===== config.mk =====
export PLATFORM = sky130hd
export DESIGN_NAME = mips_mc_control_fsm
export DESIGN_NICKNAME = d
export VERILOG_FILES = /design/src/rtl/mips_ctrl_pkg.sv /design/src/rtl/mips_stall_timer.sv /design/src/rtl/mips_mc_control_fsm.sv
export SDC_FILE = /design/constraint.sdc
export NUM_CORES = 1
export LEC_CHECK = 0
export ABC_AREA = 1
export CAP_MARGIN = 30
export CORE_MARGIN = 5
export CORE_UTILIZATION = 35
export CTS_CLUSTER_SIZE = 40
export DETAILED_ROUTE_END_ITERATION = 10
export PLACE_DENSITY = 0.68
export SYNTH_ARGS = -nofsm -noshare
export SYNTH_HDL_FRONTEND = slang
export SYNTH_SLANG_ARGS = --single-unit

===== constraint.sdc =====
create_clock -name CLK -period 4.9 [get_ports CLK]
set_input_delay 0.98 -clock CLK [delete_from_list [all_inputs] [get_ports CLK]]
set_output_delay 0.98 -clock CLK [all_outputs]
set_load 0.01 [all_outputs]

===== src/rtl/mips_ctrl_pkg.sv =====
// ============================================================================
// Module : mips_ctrl_pkg
// Brief  : Shared types and encodings for the multi-cycle MIPS control unit.
// Rev    : 1.0  initial release
// ============================================================================
`default_nettype none

package mips_ctrl_pkg;

    typedef enum logic [3:0] {
        S_FETCH     = 4'd0,
        S_DECODE    = 4'd1,
        S_MEM_ADDR  = 4'd2,
        S_MEM_RD    = 4'd3,
        S_LW_WB     = 4'd4,
        S_MEM_WR    = 4'd5,
        S_R_EXEC    = 4'd6,
        S_R_WB      = 4'd7,
        S_BRANCH    = 4'd8,
        S_JUMP      = 4'd9,
        S_ADDI_EXEC = 4'd10,
        S_ADDI_WB   = 4'd11
    } state_e;

    localparam logic [5:0] c_OP_R    = 6'b000000;
    localparam logic [5:0] c_OP_LW   = 6'b100011;
    localparam logic [5:0] c_OP_SW   = 6'b101011;
    localparam logic [5:0] c_OP_BEQ  = 6'b000100;
    localparam logic [5:0] c_OP_J    = 6'b000010;
    localparam logic [5:0] c_OP_ADDI = 6'b001000;

    localparam logic [1:0] c_ALU_ADD   = 2'b00;
    localparam logic [1:0] c_ALU_SUB   = 2'b01;
    localparam logic [1:0] c_ALU_FUNCT = 2'b10;

    localparam logic [1:0] c_SRCB_B      = 2'b00;
    localparam logic [1:0] c_SRCB_FOUR   = 2'b01;
    localparam logic [1:0] c_SRCB_IMM    = 2'b10;
    localparam logic [1:0] c_SRCB_IMM_SH = 2'b11;

    localparam logic [1:0] c_PCSRC_ALU    = 2'b00;
    localparam logic [1:0] c_PCSRC_ALUOUT = 2'b01;
    localparam logic [1:0] c_PCSRC_JUMP   = 2'b10;

endpackage

`default_nettype wire


===== src/rtl/mips_stall_timer.sv =====
// ============================================================================
// Module : mips_stall_timer
// Brief  : Saturating memory-stall counter with sticky timeout flag.
// Rev    : 1.0  initial release
// ============================================================================
`default_nettype none

module mips_stall_timer #(
    parameter int TIMEOUT = 255
) (
    input  logic CLK,
    input  logic RST,
    input  logic waiting_i,
    input  logic state_change_i,
    output logic err_o
);

    localparam int CNT_W = (TIMEOUT > 255) ? $clog2(TIMEOUT + 1) : 8;
    localparam logic [CNT_W-1:0] c_LIMIT = CNT_W'(TIMEOUT);

    logic [CNT_W-1:0] r_cnt_q, r_cnt_d;
    logic             r_err_q, r_err_d;

    always_comb begin
        r_cnt_d = r_cnt_q;
        if (state_change_i) begin
            r_cnt_d = '0;
        end else if (waiting_i && (r_cnt_q != {CNT_W{1'b1}})) begin
            r_cnt_d = r_cnt_q + 1'b1;
        end
        // flag rises on the edge where the count reaches the limit
        r_err_d = r_err_q | ((TIMEOUT != 0) && (r_cnt_d == c_LIMIT));
    end

    always_ff @(posedge CLK) begin
        if (RST) begin
            r_cnt_q <= '0;
            r_err_q <= 1'b0;
        end else begin
            r_cnt_q <= r_cnt_d;
            r_err_q <= r_err_d;
        end
    end

    assign err_o = r_err_q;

endmodule

`default_nettype wire


===== src/rtl/mips_mc_control_fsm.sv =====
// ============================================================================
// Module : mips_mc_control_fsm
// Brief  : Multi-cycle MIPS main control FSM with memory-ready handshake.
// Rev    : 1.0  initial release
// ============================================================================
`default_nettype none

module mips_mc_control_fsm
    import mips_ctrl_pkg::*;
#(
    parameter int OP_W          = 6,
    parameter int MEM_HANDSHAKE = 1,
    parameter int TIMEOUT       = 255
) (
    input  logic            CLK,
    input  logic            RST,
    input  logic [OP_W-1:0] OPCODE,
    input  logic            ZERO,
    input  logic            MEM_READY,
    output logic            PC_WRITE,
    output logic            PC_WRITE_COND,
    output logic            IOR_D,
    output logic            MEM_READ,
    output logic            MEM_WRITE,
    output logic            MEM_TO_REG,
    output logic            IR_WRITE,
    output logic            ALU_SRC_A,
    output logic            REG_WRITE,
    output logic            REG_DST,
    output logic [1:0]      PC_SOURCE,
    output logic [1:0]      ALU_OP,
    output logic [1:0]      ALU_SRC_B,
    output logic            INSTR_DONE,
    output logic            ILLEGAL_OP,
    output logic            ERR_TIMEOUT
);

    state_e state_q, state_d;
    logic   w_rdy, w_waiting, w_err, w_zero_unused;

    assign w_rdy         = MEM_READY | (MEM_HANDSHAKE == 0);
    assign w_zero_unused = ZERO;
    assign w_waiting     = ~w_rdy & ((state_q == S_FETCH) | (state_q == S_MEM_RD) |
                                     (state_q == S_MEM_WR));

    always_ff @(posedge CLK) begin
        if (RST) state_q <= S_FETCH;
        else     state_q <= state_d;
    end

    always_comb begin
        state_d = S_FETCH;
        if (!RST) begin
            case (state_q)
                S_FETCH:     state_d = w_rdy ? S_DECODE : S_FETCH;
                S_DECODE: begin
                    if      (OPCODE == OP_W'(c_OP_LW) || OPCODE == OP_W'(c_OP_SW)) state_d = S_MEM_ADDR;
                    else if (OPCODE == OP_W'(c_OP_R))    state_d = S_R_EXEC;
                    else if (OPCODE == OP_W'(c_OP_BEQ))  state_d = S_BRANCH;
                    else if (OPCODE == OP_W'(c_OP_J))    state_d = S_JUMP;
                    else if (OPCODE == OP_W'(c_OP_ADDI)) state_d = S_ADDI_EXEC;
                    else                                 state_d = S_FETCH;
                end
                S_MEM_ADDR: begin
                    if      (OPCODE == OP_W'(c_OP_LW)) state_d = S_MEM_RD;
                    else if (OPCODE == OP_W'(c_OP_SW)) state_d = S_MEM_WR;
                    else                               state_d = S_FETCH;
                end
                S_MEM_RD:    state_d = w_rdy ? S_LW_WB : S_MEM_RD;
                S_MEM_WR:    state_d = w_rdy ? S_FETCH : S_MEM_WR;
                S_R_EXEC:    state_d = S_R_WB;
                S_ADDI_EXEC: state_d = S_ADDI_WB;
                default:     state_d = S_FETCH;
            endcase
        end
    end

    always_comb begin
        PC_WRITE      = 1'b0;
        PC_WRITE_COND = 1'b0;
        IOR_D         = 1'b0;
        MEM_READ      = 1'b0;
        MEM_WRITE     = 1'b0;
        MEM_TO_REG    = 1'b0;
        IR_WRITE      = 1'b0;
        ALU_SRC_A     = 1'b0;
        REG_WRITE     = 1'b0;
        REG_DST       = 1'b0;
        PC_SOURCE     = c_PCSRC_ALU;
        ALU_OP        = c_ALU_ADD;
        ALU_SRC_B     = c_SRCB_B;
        INSTR_DONE    = 1'b0;
        ILLEGAL_OP    = 1'b0;
        if (!RST) begin
            case (state_q)
                S_FETCH: begin
                    MEM_READ  = 1'b1;
                    ALU_SRC_B = c_SRCB_FOUR;
                    IR_WRITE  = w_rdy;
                    PC_WRITE  = w_rdy;
                end
                S_DECODE: begin
                    ALU_SRC_B = c_SRCB_IMM_SH;
                    if (state_d == S_FETCH) begin
                        ILLEGAL_OP = 1'b1;
                        INSTR_DONE = 1'b1;
                    end
                end
                S_MEM_ADDR, S_ADDI_EXEC: begin
                    ALU_SRC_A = 1'b1;
                    ALU_SRC_B = c_SRCB_IMM;
                end
                S_MEM_RD: begin
                    MEM_READ = 1'b1;
                    IOR_D    = 1'b1;
                end
                S_LW_WB: begin
                    REG_WRITE  = 1'b1;
                    MEM_TO_REG = 1'b1;
                    INSTR_DONE = 1'b1;
                end
                S_MEM_WR: begin
                    MEM_WRITE  = 1'b1;
                    IOR_D      = 1'b1;
                    INSTR_DONE = w_rdy;
                end
                S_R_EXEC: begin
                    ALU_SRC_A = 1'b1;
                    ALU_OP    = c_ALU_FUNCT;
                end
                S_R_WB: begin
                    REG_WRITE  = 1'b1;
                    REG_DST    = 1'b1;
                    INSTR_DONE = 1'b1;
                end
                S_BRANCH: begin
                    ALU_SRC_A     = 1'b1;
                    ALU_OP        = c_ALU_SUB;
                    PC_WRITE_COND = 1'b1;
                    PC_SOURCE     = c_PCSRC_ALUOUT;
                    INSTR_DONE    = 1'b1;
                end
                S_JUMP: begin
                    PC_WRITE   = 1'b1;
                    PC_SOURCE  = c_PCSRC_JUMP;
                    INSTR_DONE = 1'b1;
                end
                S_ADDI_WB: begin
                    REG_WRITE  = 1'b1;
                    INSTR_DONE = 1'b1;
                end
                default: ;
            endcase
        end
    end

    mips_stall_timer #(
        .TIMEOUT (TIMEOUT)
    ) u_stall_timer (
        .CLK            (CLK),
        .RST            (RST),
        .waiting_i      (w_waiting),
        .state_change_i (state_d != state_q),
        .err_o          (w_err)
    );

    assign ERR_TIMEOUT = w_err & ~RST;

endmodule

`default_nettype wire


### After elaboration in Yosys (flattened, before gate mapping)

Index checks and enable logic that the tools add are counted.

| word-level totals | value |
|---|---|
| word-level logic and storage cells | 86 |
| register bits | 13 |

| operators by class | value |
|---|---|
| add/subtract/negate cells | 1 |
| reduce and logical (&&, ||, !) cells | 11 |
| bitwise gates (word level) | 7 |
| eq/ne operators | 19 |
| multiplexer cells | 45 |

Operators with widths:

| operator | count |
|---|---|
| 4-bit case mux with 7 select lines | 1 |
| 1-bit two-way mux | 24 |
| 4-bit two-way mux | 6 |
| 4-bit by 3-bit == test with 1-bit output, second input constant | 4 |
| 4-bit == test, second input constant | 4 |
| 8-bit two-way mux | 2 |
| 6-bit == test, second input constant | 2 |
| 3-bit two-way mux | 4 |
| 8-bit by 1-bit adder with 8-bit output, second input constant | 1 |
| 4-bit by 2-bit == test with 1-bit output, second input constant | 2 |
| 8-bit == test, second input constant | 1 |
| 4-bit logical NOT | 2 |
| 8-bit inequality test, second input constant | 1 |
| 2-bit case mux with 2 select lines | 2 |
| 6-bit by 2-bit == test with 1-bit output, second input constant | 1 |
| 6-bit by 3-bit == test with 1-bit output, second input constant | 1 |
| 6-bit by 4-bit == test with 1-bit output, second input constant | 1 |
| 6-bit logical NOT | 1 |
| 2-bit two-way mux | 3 |
| 2-bit case mux with 3 select lines | 1 |
| 2-bit OR reduction | 3 |
| 5-bit OR reduction | 1 |
| 4-bit by 1-bit == test with 1-bit output, second input constant | 1 |
| 4-bit inequality test | 1 |
| other kinds (9) | 13 |

### Logic depth before layout (Yosys ltp)

| depth | value |
|---|---|
| depth in word-level cells | 12 |
| gate-level depth with buffers | 15 |

### Modules after synthesis

Synthesis repeated with hierarchy kept, for this count alone.

| second synthesis, totals | value |
|---|---|
| cell total of the unflattened synthesis | 227 |
| area, all modules | 1,207.4 um^2 |

Modules (own cells, without submodules):

| module | area an instance (um^2) | instances | cells an instance |
|---|---|---|---|
| mips_mc_control_fsm | 678.2 | 1 | 142 |
| mips_stall_timer | 529.3 | 1 | 85 |

### Worst setup path after synthesis

No wires, ideal clock.

| timing | value |
|---|---|
| kind | input port to output port |
| start | in MEM_READY |
| end | out INSTR_DONE |
| arrival | 1.809 ns |
| slack | 2.111 ns |
| stages | 8 |
| data required time | 3.920 ns |
| cell sequence | inv_1 > nand3_1 > nand2_1 > nor2_1 > nand2_1 > nand2_1 > nand4_1 > a31oi_1 |

| between the ends | value |
|---|---|
| word-level cells in the longest chain between the ends | 7 |
| elaborated cells on any way between the ends | 9 |
| classes of those cells | mux (8); reduce/logical (1) |

Ends and longest elaborated chain:

| element | line | source |
|---|---|---|
| start: declaration | mips_mc_control_fsm.sv:19 | `input logic MEM_READY,` |
| 3-bit two-way mux, or another cell as far along | mips_mc_control_fsm.sv:70 | `S_MEM_WR: state_d = w_rdy ? S_FETCH : S_MEM_WR;` |
| 4-bit case mux with 7 select lines | mips_mc_control_fsm.sv:54 | `case (state_q)` |
| 4-bit two-way mux | mips_mc_control_fsm.sv:53 | `if (!RST) begin` |
| 4-bit logical NOT | mips_mc_control_fsm.sv:104 | `if (state_d == S_FETCH) begin` |
| 1-bit two-way mux | mips_mc_control_fsm.sv:104 |  |
| 1-bit case mux with 3 select lines (*) | mips_mc_control_fsm.sv:95 | `case (state_q)` |
| 1-bit two-way mux (*) | mips_mc_control_fsm.sv:94 | `if (!RST) begin` |
| end: declaration | mips_mc_control_fsm.sv:33 | `output logic INSTR_DONE,` |

Every way passes the cells marked *; elsewhere a longest branch is shown, timed or not.

### Worst setup path in the final report

Same ends and word-level chain as after synthesis.

==> flow_metrics.py <==
metrics = {
    "outcome": {
        "outcome": "complete, no violations",
    },
    "setup_path": {
        "crit_path_max_incr_delay_ns": 0.55,
        "cp.arrival_ns": 3.05,
        "end_kind": "output pin",
        "worst_setup_path_start_kind": "input pin",
        "critPathMaxFanout": 6,
        "reg2regPathDepth": 13,
        "crit_chain": "clkdlybuf4s50_1, inv_1, nand3_1, nand2_1, nor2_1, nand2_1, nand2_1, nand4_1, a31oi_1, clkdlybuf4s50_1",
        "reg2reg_from": "state_q[3]$_SDFF_PP0_",
        "crit_slowest_cell": "clkdlybuf4s50_1",
        "reg2reg_to": "u_stall_timer.err_o$_SDFF_PP0_",
        "r2r_setup_slack_ns": 3.02,
        "critPathMostFrequentCell": "nand2_1",
        "crit_required_ns": 3.92,
        "critPathKind": "in -> out",
    },
    "min_path": {
        "min_from": "u_stall_timer.err_o$_SDFF_PP0_",
        "timing.hold.worst_endpoint": "u_stall_timer.err_o$_SDFF_PP0_",
        "hold_path.class": "reg -> reg",
        "hold_depth": 2,
    },
    "finish": {
        "seqCellArea_sq_um": 260,
        "drive_gt1_share_pct": 7.38,
        "final_nets": 256,
        "multi_input_area_sq_um": 791,
        "area_delta_synth_final_pct": 28.1,
        "fillCellCount": 376,
        "final_area_sq_mm": 0.00153,
        "antenna_cells": 0,
    },
    "routing": {
        "firstDrtPassIters": 4,
        "initialDrtViolationCount": 95,
        "final_antenna_net_count": 0,
        "routed_wl_um": 2890,
        "vias": 1344,
        "drc": 0,
        "wire_per_inst_um": 9.97,
        "vias_per_cell": 4.63,
    },
    "sta": {
        "timing.fmax_mhz": 248,
        "setup_viol": 0,
        "hold_violations": 0,
        "final.setup.worst_slack_ns": 0.867,
        "post-route-period-util_pct": 82.3,
        "slew_viol_final": 0,
        "fin_crit_ns": 4.03,
        "worst_pin_slew_ns": 0.391,
        "relSlewSlack_pct": 73.9,
        "skew_ns": 0.00302,
        "setup-tns-final_ns": 0,
        "grt_setup_unrepaired": "no",
    },
    "grt": {
        "grt_pass1_vias": 1189,
        "grt_max_degree": 22,
        "grt_pass1_wl_um": 5090,
        "track_usage_pct": 13.8,
        "antenna_found_initial": 0,
        "overflow": 0,
    },
    "yosys": {
        "synth.area.top_cells": "dfxtp_1 22%, nand2_1 20%, nor2_1 13%",
        "synth_nets": 228,
        "synth_cell_type_count": 27,
        "synth_top_family_by_area": "simple AND/OR/NAND/NOR gates",
        "yosys.area_share.simple_pct": 56.5,
        "ys_seq_area_share_pct": 21.8,
        "ys_ff_latch": 13,
        "synth_xor_area_share_pct": 3.67,
        "synthAdderAreaFrac_pct": 1.05,
        "synthMuxAreaShare_pct": 0,
        "synth_compound_area_share_pct": 5.03,
        "synth.avg_cell_area_sq_um": 5.50,
        "netlist_area_sq_mm": 0.00119,
        "syn_inst": 217,
        "yosysWarnings": 0,
        "synth_top_area_cell": "dfxtp_1",
        "synth_top_cell_area_share_pct": 21.8,
    },
    "die": {
        "initial_core_util_pct": 36.1,
        "rows": 21,
        "io_pins": 29,
        "die_h_um": 68.4,
        "core_sq_mm": 0.00331,
        "die_w_um": 68.4,
        "die_area_sq_mm": 0.00468,
    },
    "clocking": {
        "h-tree-depth": 1,
        "hold_buffers": 0,
        "cts_tree": "done",
        "post_cts_buffers": 0,
        "clockRootBuffer": "clkbuf_4",
        "clkSinkCount": 13,
        "clk_transition_reported_paths_ns": 0.07,
        "cts_buffer_depth": 2,
        "clk_latency_ns": 0.27,
        "postCtsResizedCells": 0,
        "cts_made_buffers": 3,
    },
    "place": {
        "placed_cell_area_sq_mm": 0.00150,
        "gp_congestion": 0.913,
        "port_buffers": 27,
        "post-place-ws_ns": 0.877,
        "hpwlAfterDp_um": 2390,
    },
    "power": {
        "p_total_uw": 226,
        "power.density_mw_per_mm2": 148,
        "max-vdd-ir-drop_uv": 98.1,
        "p_leak_nw": 0.747,
    },
    "run": {
        "drv_cap": 0,
    },
}
-- cell families after synthesis --
group                      Yosys count
DFF                                 13
AOI/OAI and AO/OA                   11
buffers and inverters               36
and+or+nand+nor                    151
adders and majority gates            1
xor gates and xnor gates             5
-- power breakdown --
part | internal (mW) | switching (mW) | leakage (nW)
combinational | 0.0214 | 0.0314 | 0.627
sequential | 0.108 | 0.00214 | 0.105
clock | 0.0315 | 0.0321 | 0.0150
total | 0.161 | 0.0656 | 0.747
-- worst max path at each step --
stage / from / to / depth (start not counted)
final: MEM_READY / INSTR_DONE / 10
after global placement: MEM_READY / INSTR_DONE / 10
after CTS: MEM_READY / INSTR_DONE / 10
after floorplan: MEM_READY / INSTR_DONE / 8
after detailed placement: MEM_READY / INSTR_DONE / 10
after global routing: MEM_READY / INSTR_DONE / 10
-- per-stage QoR --
stage	hold WS, ns	cells	util [%]
4_1_cts	0.458	290	46.2
6_report	0.455	290	46.2
2_1_floorplan	0.421	217	-
5_1_grt	0.493	290	46.2
3_5_place_dp	0.439	286	45.4
3_3_place_gp	0.437	286	45.4
-- synth_stat cells --
| cell | instances |
|---|---|
| clkbuf_1 | 3 |
| a31oi_1 | 2 |
| nand3_1 | 24 |
| nand2_1 | 63 |
| a21oi_1 | 4 |
| inv_1 | 28 |
| nor2_1 | 40 |
| buf_4 | 2 |
| nor4_2 | 1 |
| o21ai_1 | 1 |
| nand3_2 | 1 |
| nor3b_2 | 1 |
| xnor2_1 | 3 |
| inv_2 | 2 |
| nand4_1 | 3 |
| clkinv_1 | 1 |
| and3_1 | 1 |
| o211ai_1 | 1 |
| dfxtp_1 | 13 |
| nand3_4 | 1 |
| or2_2 | 1 |
| nand2_2 | 3 |
| nor3_1 | 8 |
| nor2_2 | 4 |
| ha_1 | 1 |
| o21ai_0 | 3 |
| xor2_1 | 2 |
-- area by class of cell --
class | count | area share, %
Clock buffer | 4 | 1.72
Tap cell | 46 | 3.76
Inverter | 31 | 7.61
Timing Repair Buffer | 28 | 18.2
Sequential cell | 13 | 17.0
Multi-Input combinational cell | 168 | 51.7
-- layout by cell type, fill, tap and decap left out, drive strengths merged, types with 3 or more instances in the layout --
cell,instances
xnor2,3
clkdlybuf4s50,27
a21oi,4
nor2,44
nand4,3
inv,30
nor3,8
dfxtp,13
nand3,26
clkbuf,4
o21ai,4
nand2,66
-- metal layers --
metal,track usage (%),share of wire (%),wire length [um]
met5,0,0,0
met4,1.99,0,0
met3,2.46,3.6,103
met2,22.6,45,1300
met1,18.9,51,1490
-- critical path: cells and delay by family --
kind	cells	cell delay (ns)
AOI/OAI and AO/OA	1	0.17
buffers and inverters	3	1.18
and+or+nand+nor	6	0.73
-- state kept, by name (all words and copies together), names as in the netlist --
| name | flops |
|---|---|
| state_q | 4 |
| u_stall_timer.err_o | 1 |
| u_stall_timer.r_cnt_q | 8 |
Power figures use the tool's default switching activity.
